`config.mk`:
```
export PLATFORM = sky130hd
export DESIGN_NAME = tcdm_initiator_adapter
export DESIGN_NICKNAME = d
export VERILOG_FILES = /design/src/rtl/tcdm_initiator_adapter.sv
export SDC_FILE = /design/constraint.sdc
export NUM_CORES = 1
export LEC_CHECK = 0
export CORE_MARGIN = 2
export CORE_UTILIZATION = 45
export CTS_BUF_LIST = sky130_fd_sc_hd__clkbuf_8 sky130_fd_sc_hd__clkbuf_16
export DETAILED_ROUTE_END_ITERATION = 8
export GPL_ROUTABILITY_DRIVEN = 1
export GPL_TIMING_DRIVEN = 0
export MAX_ROUTING_LAYER = met4
export PLACE_DENSITY = 0.74
export SLEW_MARGIN = 20
export SYNTH_ARGS = -nofsm -noshare
export SYNTH_HDL_FRONTEND = slang
export SYNTH_SLANG_ARGS = --single-unit
export TNS_END_PERCENT = 5
```
`constraint.sdc`:
```
create_clock -name clk_i -period 3.9 [get_ports clk_i]
set_input_delay 0.585 -clock clk_i [delete_from_list [all_inputs] [get_ports clk_i]]
set_output_delay 0.585 -clock clk_i [all_outputs]
set_load 0.05 [all_outputs]
```
`src/rtl/tcdm_initiator_adapter.sv`:
```
// Adapter between a valid/ready request master and one TCDM interconnect initiator port.
// Credits cover in-flight and buffered responses, so the unstallable vld_i always finds room.
module tcdm_initiator_adapter #(
  parameter int unsigned AddrWidth   = 32,
  parameter int unsigned DataWidth   = 32,
  parameter int unsigned BeWidth     = DataWidth / 8,
  parameter int unsigned RespDepth   = 4,
  parameter bit          WriteRespOn = 1'b1
) (
  input  logic                           clk_i,
  input  logic                           rst_i,
  input  logic                           in_valid_i,
  output logic                           in_ready_o,
  input  logic [AddrWidth-1:0]           in_add_i,
  input  logic                           in_wen_i,
  input  logic [DataWidth-1:0]           in_wdata_i,
  input  logic [BeWidth-1:0]             in_be_i,
  output logic                           out_rvalid_o,
  input  logic                           out_rready_i,
  output logic [DataWidth-1:0]           out_rdata_o,
  output logic                           out_we_o,
  output logic                           req_o,
  output logic [AddrWidth-1:0]           add_o,
  output logic                           wen_o,
  output logic [DataWidth-1:0]           wdata_o,
  output logic [BeWidth-1:0]             be_o,
  input  logic                           gnt_i,
  input  logic                           vld_i,
  input  logic [DataWidth-1:0]           rdata_i,
  output logic [$clog2(RespDepth+1)-1:0] outstanding_o
);

  localparam int unsigned CntW = $clog2(RespDepth + 1);
  localparam int unsigned PtrW = $clog2(RespDepth);

  logic                 hold_valid_q, hold_valid_d;
  logic [AddrWidth-1:0] add_q, add_d;
  logic                 wen_q, wen_d;
  logic [DataWidth-1:0] wdata_q, wdata_d;
  logic [BeWidth-1:0]   be_q, be_d;

  logic                 tag_mem_q [RespDepth];
  logic [PtrW-1:0]      tag_wptr_q, tag_wptr_d;
  logic [PtrW-1:0]      tag_rptr_q, tag_rptr_d;
  logic [CntW-1:0]      inflight_q, inflight_d;

  logic [DataWidth-1:0] resp_data_q [RespDepth];
  logic                 resp_we_q   [RespDepth];
  logic [PtrW-1:0]      resp_wptr_q, resp_wptr_d;
  logic [PtrW-1:0]      resp_rptr_q, resp_rptr_d;
  logic [CntW-1:0]      fifo_cnt_q, fifo_cnt_d;

  logic            needs_resp;
  logic            has_credit;
  logic            fire;
  logic            accept;
  logic            tag_push;
  logic            vld_ok;
  logic            resp_pop;
  logic            head_tag;
  logic [CntW-1:0] outstanding;

  // Credits only shrink on a grant, so a raised req_o cannot drop before it fires.
  assign needs_resp   = !wen_q || WriteRespOn;
  assign outstanding  = inflight_q + fifo_cnt_q;
  assign has_credit   = outstanding < CntW'(RespDepth);
  assign req_o        = hold_valid_q && (!needs_resp || has_credit);
  assign fire         = req_o && gnt_i;
  assign in_ready_o   = !hold_valid_q || fire;
  assign accept       = in_valid_i && in_ready_o;
  assign tag_push     = fire && needs_resp;
  assign vld_ok       = vld_i && (inflight_q != '0);
  assign head_tag     = tag_mem_q[tag_rptr_q];
  assign out_rvalid_o = fifo_cnt_q != '0;
  assign resp_pop     = out_rvalid_o && out_rready_i;
  assign out_rdata_o  = out_rvalid_o ? resp_data_q[resp_rptr_q] : '0;
  assign out_we_o     = out_rvalid_o && resp_we_q[resp_rptr_q];

  assign add_o         = add_q;
  assign wen_o         = wen_q;
  assign wdata_o       = wdata_q;
  assign be_o          = be_q;
  assign outstanding_o = outstanding;

  always_comb begin
    hold_valid_d = hold_valid_q;
    add_d        = add_q;
    wen_d        = wen_q;
    wdata_d      = wdata_q;
    be_d         = be_q;
    if (accept) begin
      hold_valid_d = 1'b1;
      add_d        = in_add_i;
      wen_d        = in_wen_i;
      wdata_d      = in_wdata_i;
      be_d         = in_be_i;
    end else if (fire) begin
      hold_valid_d = 1'b0;
    end
    tag_wptr_d  = tag_wptr_q + PtrW'(tag_push);
    tag_rptr_d  = tag_rptr_q + PtrW'(vld_ok);
    inflight_d  = inflight_q + CntW'(tag_push) - CntW'(vld_ok);
    resp_wptr_d = resp_wptr_q + PtrW'(vld_ok);
    resp_rptr_d = resp_rptr_q + PtrW'(resp_pop);
    fifo_cnt_d  = fifo_cnt_q + CntW'(vld_ok) - CntW'(resp_pop);
  end

  always_ff @(posedge clk_i or posedge rst_i) begin
    if (rst_i) begin
      hold_valid_q <= 1'b0;
      add_q        <= '0;
      wen_q        <= 1'b0;
      wdata_q      <= '0;
      be_q         <= '0;
      tag_wptr_q   <= '0;
      tag_rptr_q   <= '0;
      inflight_q   <= '0;
      resp_wptr_q  <= '0;
      resp_rptr_q  <= '0;
      fifo_cnt_q   <= '0;
    end else begin
      hold_valid_q <= hold_valid_d;
      add_q        <= add_d;
      wen_q        <= wen_d;
      wdata_q      <= wdata_d;
      be_q         <= be_d;
      tag_wptr_q   <= tag_wptr_d;
      tag_rptr_q   <= tag_rptr_d;
      inflight_q   <= inflight_d;
      resp_wptr_q  <= resp_wptr_d;
      resp_rptr_q  <= resp_rptr_d;
      fifo_cnt_q   <= fifo_cnt_d;
    end
  end

  // Storage is not reset; validity comes from the reset counters and pointers.
  always_ff @(posedge clk_i) begin
    if (tag_push) begin
      tag_mem_q[tag_wptr_q] <= wen_q;
    end
    if (vld_ok) begin
      resp_data_q[resp_wptr_q] <= head_tag ? '0 : rdata_i;
      resp_we_q[resp_wptr_q]   <= head_tag;
    end
  end

`ifndef SYNTHESIS
  always_ff @(posedge clk_i) begin
    if (!rst_i && vld_i) begin
      assert (inflight_q != '0)
        else $warning("tcdm_initiator_adapter: vld_i with nothing in flight, response ignored");
    end
  end
`endif

endmodule

```
# [Word-level counts from Yosys, hierarchy flattened]
# Memories as Yosys holds them, arrays and structs flattened.
# Cells that the tools add are included.
# W data, S select, Z words.
[word_totals] reg_bits=84 ramBits=136 input_bits=107 out_inout_bits=108 elab_cells=43 mem_count=3
[mem_list] memory="resp_data_q" depth=4 word_bits=32 rd=1 rd_ports_with_merged_regs=0 write_ports=1 line="47" rtl="logic [DataWidth-1:0] resp_data_q [RespDepth];"
[mem_list] memory="resp_we_q" depth=4 word_bits=1 rd=1 rd_ports_with_merged_regs=0 write_ports=1 line="48" rtl="logic resp_we_q [RespDepth];"
[mem_list] memory="tag_mem_q" depth=4 word_bits=1 rd=1 rd_ports_with_merged_regs=0 write_ports=1 line="42" rtl="logic tag_mem_q [RespDepth];"
[op_classes] addsub=9 n_lt_le_gt_ge=1 muxes=8 reduce_logical=11
[ops] cell="$mux W32" n=2
[ops] cell="$add A2 B1 Y2" n=4
[ops] cell="$add A3 B1 Y3" n=2
[ops] cell="$logic_and A1 B1 Y1" n=6
[ops] cell="$mux W1" n=6
[ops] cell="$reduce_bool A3 Y1" n=2
[ops] cell="$sub A3 B1 Y3" n=2
[ops] cell="$add A3 B3 Y3" n=1
[ops] cell="$lt A3 B3 Y1 const B" n=1
[ops] cell="$reduce_bool A2 Y1" n=1
[ops] cell="$logic_not A1 Y1" n=1
[ops] cell="$logic_or A1 B1 Y1" n=1

# [Depth between registers and ports, before layout]
# Gate-level depths: netlist of the first run.
[logic_depth] depth_word=7 ltp_mapped=11 ltp_nobuf=11

# [Least setup slack after synthesis of the first run]
# OpenSTA, ideal clock, no wires.
[synth_path] path_type="in2reg" from="input vld_i" to="memory resp_data_q[0][0] (enable)" setup_time_ps=464 arrival_time_ps=2956 t_required_ps=3436 path_slack_ps=479 stages=2 n_path_buf=0 path_cell_list="o31ai_1 nor3_1"
[synth_between] elab_chain_cells=3
[synth_lines] element="from (decl)" line="28" rtl="input logic vld_i,"
[synth_lines] element="$logic_and A1 B1 Y1" line="72" rtl="assign vld_ok = vld_i && (inflight_q != '0);"
[synth_lines] element="$mux W1" line="141" rtl="if (vld_ok) begin"
[synth_lines] element="$mux W1" line="142" rtl="resp_data_q[resp_wptr_q] <= head_tag ? '0 : rdata_i;"
[synth_lines] element="to (decl)" line="47"
# No other way between the ends.

# [Final worst setup path of the first run]
[layout_path] from="register resp_rptr_q[1]" to="output out_rdata_o[29]"
[layout_between] elab_chain_cells=2
[layout_lines] element="from (decl)" line="50" rtl="logic [PtrW-1:0] resp_rptr_q, resp_rptr_d;"
[layout_lines] element="from (signal assigned)" line="131" rtl="resp_rptr_q <= resp_rptr_d;"
[layout_lines] element="$mem_v2 Z4 W32"
[layout_lines] element="$mux W32" line="76" rtl="assign out_rdata_o = out_rvalid_o ? resp_data_q[resp_rptr_q] : '0;"
[layout_lines] element="to (decl)" line="20" rtl="output logic [DataWidth-1:0] out_rdata_o,"
# No other way between the ends.

==> results by group, run 1 <==
Outcome
  • Status: complete, no violations

Min path
  • HP Class: in2async

Setup path
  • CP Max Fanout: 10
  • Reg2reg path depth: 11
  • Worst setup path end: out_rdata_o[29]
  • CP Launch Type: flip-flop
  • Setup CP Type: reg2out
  • Crit path launch: resp_rptr_q[1]
  • RR Startpoint: inflight_q[0]
  • Reg-to-reg slack, setup: 1.03 ns
  • Worst Path Required: 3.31 ns
  • Arrival time at the worst endpoint: 3.09 ns
  • Crit end category: primary output
  • Crit Reg-Reg Endpoint: inflight_q[2]

GRT
  • Vias in the first global route: 6,007
  • Initial antenna violation count: 0
  • First-pass GRT wire length: 32,200 µm
  • GRT Util Overall: 0.198
  • Pin count of the biggest net entering global routing: 60
  • Total global routing overflow: 0

Drt
  • Post-route ant nets: 0
  • DR pass1 iterations: 6
  • WL final: 20,000 µm
  • Initial DRC count: 301
  • DR vias: 5,388
  • Wire per inst: 19.3 µm
  • DR DRC count: 0
  • DR vias/cell: 5.20

Clock network
  • Clock transition at path regs: 0.06 ns
  • Clk_lat worst skew: 0.51 ns
  • CTS Buffer Depth: 3
  • Cts hold-fix bufs: 0
  • Root buf cell: clkbuf_16
  • CTS tree: done
  • Htree depth: 1
  • Number of CTS-inserted buffers: 24
  • Clock sinks: 220

STA
  • Number of setup violations in the final report: 0
  • Final worst setup slack: 0.224 ns
  • Relative slew slack: 0.513
  • Final Slew Violations: 0
  • Worst-Margin Slew: 0.726 ns
  • Max Freq: 272 MHz
  • Min Tclk post-route: 3.68 ns
  • Final Hold Fails: 0
  • Clock Skew: 0.0131 ns
  • RSZ-0062 raised after global routing: no
  • Final critical-path share of the clock period: 0.943

Floorplanning
  • Die area: 21,000 µm²
  • Ports: 215
  • Die H: 145 µm
  • DIE WIDTH: 145 µm
  • Placeable core area: 19,500 µm²
  • Rows: 51
  • Initial Util: 0.459

Layout
  • Fin nets: 873
  • Layout area overhead: 38.1%
  • Share of cells above drive strength 1: 0.187
  • Diodes inserted: 0
  • FILL cells: 1,451

Logic synthesis
  • Synth unique cells: 30
  • Mapped Area: 8940 µm²
  • Main synth FF type: edfxtp_1
  • Cell count after synthesis: 506
  • Async set-or-reset flop fraction in the synthesized netlist: 0.382
  • YS warnings: 0
  • Syn Nets: 625
  • Post-synth EDFFs: 136
  • Post-synthesis sequential area ratio: 0.692
  • Mean post-synth cell area: 17.7 µm²
  • Synth Register Bits: 220

Job
  • Max Cap Viol: 0

Placement
  • HPWL after DPL: 14,300 µm
  • PortBufs: 214
  • Worst slack, placed: 0.549 ns
  • GP Congestion: 0.747
[worst min-delay path by stage]
| stage | end | cells past startpoint |
|---|---|---|
| after floorplan | tag_rptr_q[1] | 1 |
| after global placement | tag_rptr_q[1] | 1 |
| after detailed placement | tag_rptr_q[1] | 1 |
| after CTS | add_o[24] | 2 |
| after global routing | add_o[23] | 2 |
| final | add_o[24] | 2 |
[flip-flops by register name, indices dropped and copies added, names as in the netlist]
signal        cells
wdata_o          32
fifo_cnt_q        3
resp_wptr_q       2
tag_wptr_q        2
resp_data_q     128
tag_rptr_q        2
add_o            32
resp_rptr_q       2
tag_mem_q         4
hold_valid_q      1
wen_o             1
be_o              4
resp_we_q         4
inflight_q        3
[area by class of cell]
cell class,instances,area [µm²],area share
Sequential cell,220,6190,0.501
Multi-Input combinational cell,246,2570,0.208
Timing Repair Buffer,222,2290,0.185
Clock buffer,26,639,0.0518
Tap cell,265,332,0.0269
Buffer,29,173,0.0140
Clock inverter,18,116,0.00942
Inverter,11,43.8,0.00355
[Yosys cell counts (4+ instances only)]
cell type | instances | area [µm²]
buf_4 | 4 | 30.0
nor2b_1 | 67 | 419
edfxtp_1 | 136 | 4080
mux4_2 | 34 | 766
buf_2 | 6 | 30.0
and2_1 | 36 | 225
mux2_2 | 33 | 372
a221o_1 | 30 | 300
a221o_2 | 6 | 67.6
dfrtp_1 | 84 | 2100
clkbuf_1 | 15 | 56.3
xor2_1 | 4 | 35.0
nand2_1 | 4 | 15.0
inv_1 | 11 | 41.3
xnor2_1 | 4 | 35.0
ha_1 | 9 | 113
[worst max-delay path, stage by stage, from the launching register on]
cell	delay, ns
dfrtp_1	0.32
clkbuf_1	0.31
clkbuf_1	0.58
mux4_2	0.32
nor2b_1	0.22
clkdlybuf4s50_1	0.85
[what timing repair did]
item                       4_1_cts  5_1_grt
setup endpoints to repair        1        0
gates resized for setup          1        0
setup buffers                    0        0
[placed cells by master (no fill, tap or decap), types with 9 or more instances in the layout]
cell type	netlist	layout
a221o_1	30	30
and2_1	36	36
clkbuf_1	15	15
clkbuf_16	0	25
clkdlybuf4s50_1	0	214
clkinv_2	0	10
dfrtp_1	84	84
edfxtp_1	136	136
ha_1	9	9
inv_1	11	14
mux2_2	33	33
mux4_2	34	34
nor2b_1	67	67
[routing by layer]
metal | GRT usage | share of wire | routed length, µm | up-vias
met5 | - | 0 | 0 | -
met4 | 0.0446 | 0.017 | 346 | 0
met3 | 0.0544 | 0.083 | 1670 | 33
met2 | 0.335 | 0.50 | 10100 | 248
met1 | 0.239 | 0.40 | 7920 | 2695
li1 | - | - | - | 2412
[stage by stage]
| step | util | std cells | TNS (ns) | hold slack (ns) | instance area, µm² |
|---|---|---|---|---|---|
| floorplan | - | 506 | 0 | 0.446 | 8940 |
| global placement | 0.587 | 985 | -93.73 | 0.465 | 11400 |
| detailed placement | 0.595 | 993 | 0 | 0.473 | 11600 |
| CTS | 0.634 | 1037 | 0 | 0.408 | 12300 |
| global route | 0.634 | 1037 | 0 | 0.438 | 12300 |
| finish | 0.634 | 1037 | 0 | 0.410 | 12300 |
[logic make-up after synthesis]
kind of cell | after synthesis | share of synthesized area
muxes | 67 | 0.127
AOI/OAI and AO/OA | 39 | 0.0452
xor gates and xnor gates | 9 | 0.0105
DFF | 220 | 0.692
adders and majority gates | 12 | 0.0193
buffers and inverters | 40 | 0.0239
and+or+nand+nor | 119 | 0.0820
Power of run 1 is left out: the tool's default activity adds up to more than one toggle a clock period on the data nets, which glitch-free logic cannot reach.
==> run 2, diff against run 1 <==
SLEW_MARGIN = not set   (was 20)
==> results by group, run 2 (synthesis results as in run 1) <==
Drt
  • Wire per inst: 19.3 µm
  • Initial DRC count: 260
  • DR vias/cell: 5.18
  • DR vias: 5,359
  • WL final: 20,000 µm
  • DR DRC count: 0
  • DR pass1 iterations: 4
  • Post-route ant nets: 0

Floorplanning
  • Die H: 145 µm
  • Ports: 215
  • Initial Util: 0.459
  • DIE WIDTH: 145 µm
  • Placeable core area: 19,500 µm²
  • Die area: 21,000 µm²
  • Rows: 51

Layout
  • Register name with the most flops: resp_data_q
  • Finished Core Util: 0.635
  • Layout area overhead: 38.3%
  • Fin nets: 871
  • FILL cells: 1,438
  • Post-route cell area: 12,400 µm²
  • Max reg flops: 128
  • Most frequent cells in the layout: clkdlybuf4s50_1 (214), edfxtp_1 (136), dfrtp_1 (84), nor2b_1 (67), and2_1 (36)
  • Multi-input logic area: 2570 µm²
  • Diodes inserted: 0
  • Share of cells above drive strength 1: 0.184
  • Seq. cell area: 6190 µm²
  • Commonest non-fill, non-tap cell in the layout: clkdlybuf4s50_1

STA
  • Clock Skew: 0.0178 ns
  • Worst-Margin Slew: 0.931 ns
  • Final Slew Violations: 0
  • Final Hold Fails: 0
  • RSZ-0062 raised after global routing: no
  • Relative slew slack: 0.376
  • Final hold slack: 0.329 ns
  • Final critical-path share of the clock period: 0.941
  • Max Freq: 273 MHz
  • Min Tclk post-route: 3.67 ns
  • Number of setup violations in the final report: 0

Clock network
  • Post-CTS Setup Repair Bufs: 0
  • Clock transition at path regs: 0.07 ns
  • CTS tree: done
  • Number of CTS-inserted buffers: 24
  • Clk_lat worst skew: 0.51 ns
  • Clock sinks: 220
  • CTS Buffer Depth: 3
  • Cts hold-fix bufs: 0
  • Htree depth: 1
  • Root buf cell: clkbuf_16

Placement
  • GP Congestion: 0.747
  • HPWL after DPL: 13,900 µm
  • PortBufs: 214
  • Post-DP Area: 11,500 µm²

Outcome
  • Status: complete, no violations

GRT
  • GRT Util Overall: 0.197
  • Total global routing overflow: 0
  • First-pass GRT wire length: 32,100 µm
  • Initial antenna violation count: 0
  • Vias in the first global route: 5,996
  • Pin count of the biggest net entering global routing: 74

Job
  • Max Cap Viol: 0

Setup path
  • Setup CP Type: reg2out
  • Crit end category: primary output
  • Worst Path Required: 3.31 ns
  • CP Max Fanout: 10
  • CP Launch Type: flip-flop
  • Arrival time at the worst endpoint: 3.08 ns

Min path
  • HP Class: in2async
[run 2: cell types whose count changed in the layout (fill, tap and decap cells not counted), moves of 2 or more]
cell,before,now
clkinv_2,10,4
buf_16,4,1
clkinvlp_4,0,2
buf_4,6,4
clkbuf_16,25,28
buf_12,0,2
[run 2: per-stage QoR]
step                TNS (ns)  setup slack (ns)  std cells
finish                     0             0.231       1035
global route               0            0.0490       1035
CTS                        0             0.162       1035
detailed placement         0             0.549        991
global placement      -93.73             -1.77        985
floorplan                  0             0.479        506
[run 2: final cells by class]
| cell class | instances | area share |
|---|---|---|
| clock buffer | 29 | 0.0578 |
| buffer | 29 | 0.0140 |
| clock inverter | 15 | 0.00880 |
| tap | 265 | 0.0268 |
| sequential | 220 | 0.500 |
| inverter | 11 | 0.00354 |
| timing repair buffer | 220 | 0.181 |
| multi-input combinational | 246 | 0.208 |
[run 2: final timing paths]
kind | startpoint | endpoint | slack [ns] | cells past startpoint
worst max-delay path | resp_rptr_q[1] | out_rdata_o[29] | 0.23 | 5
worst min-delay path | rst_i | add_o[21] | 0.33 | 2
worst max register to register | fifo_cnt_q[0] | inflight_q[2] | 1.02 | 11
worst min register to register | tag_rptr_q[1] | tag_rptr_q[1] | 0.48 | 1
max in group asynchronous | rst_i | wen_o | 2.95 | 3
min in group clk_i | tag_rptr_q[1] | tag_rptr_q[1] | 0.48 | 1
[run 2: what timing repair did]
| action | CTS | global route |
|---|---|---|
| resized for setup | 1 | 0 |
| setup endpoints to repair | 2 | 0 |
| hold endpoints to repair | 0 | 0 |
[run 2: worst max-delay path, cell delays in order (launching register included)]
cell	delay, ns
dfrtp_1	0.32
clkbuf_1	0.30
clkbuf_1	0.56
mux4_2	0.31
nor2b_1	0.24
clkdlybuf4s50_1	0.85
[run 2: routing by layer]
layer  wire (µm)  track usage
met4         285       0.0376
met3        1640       0.0535
met5           0            -
met2       10000        0.330
met1        8040        0.244
Power of run 2 is left out for the same reason.
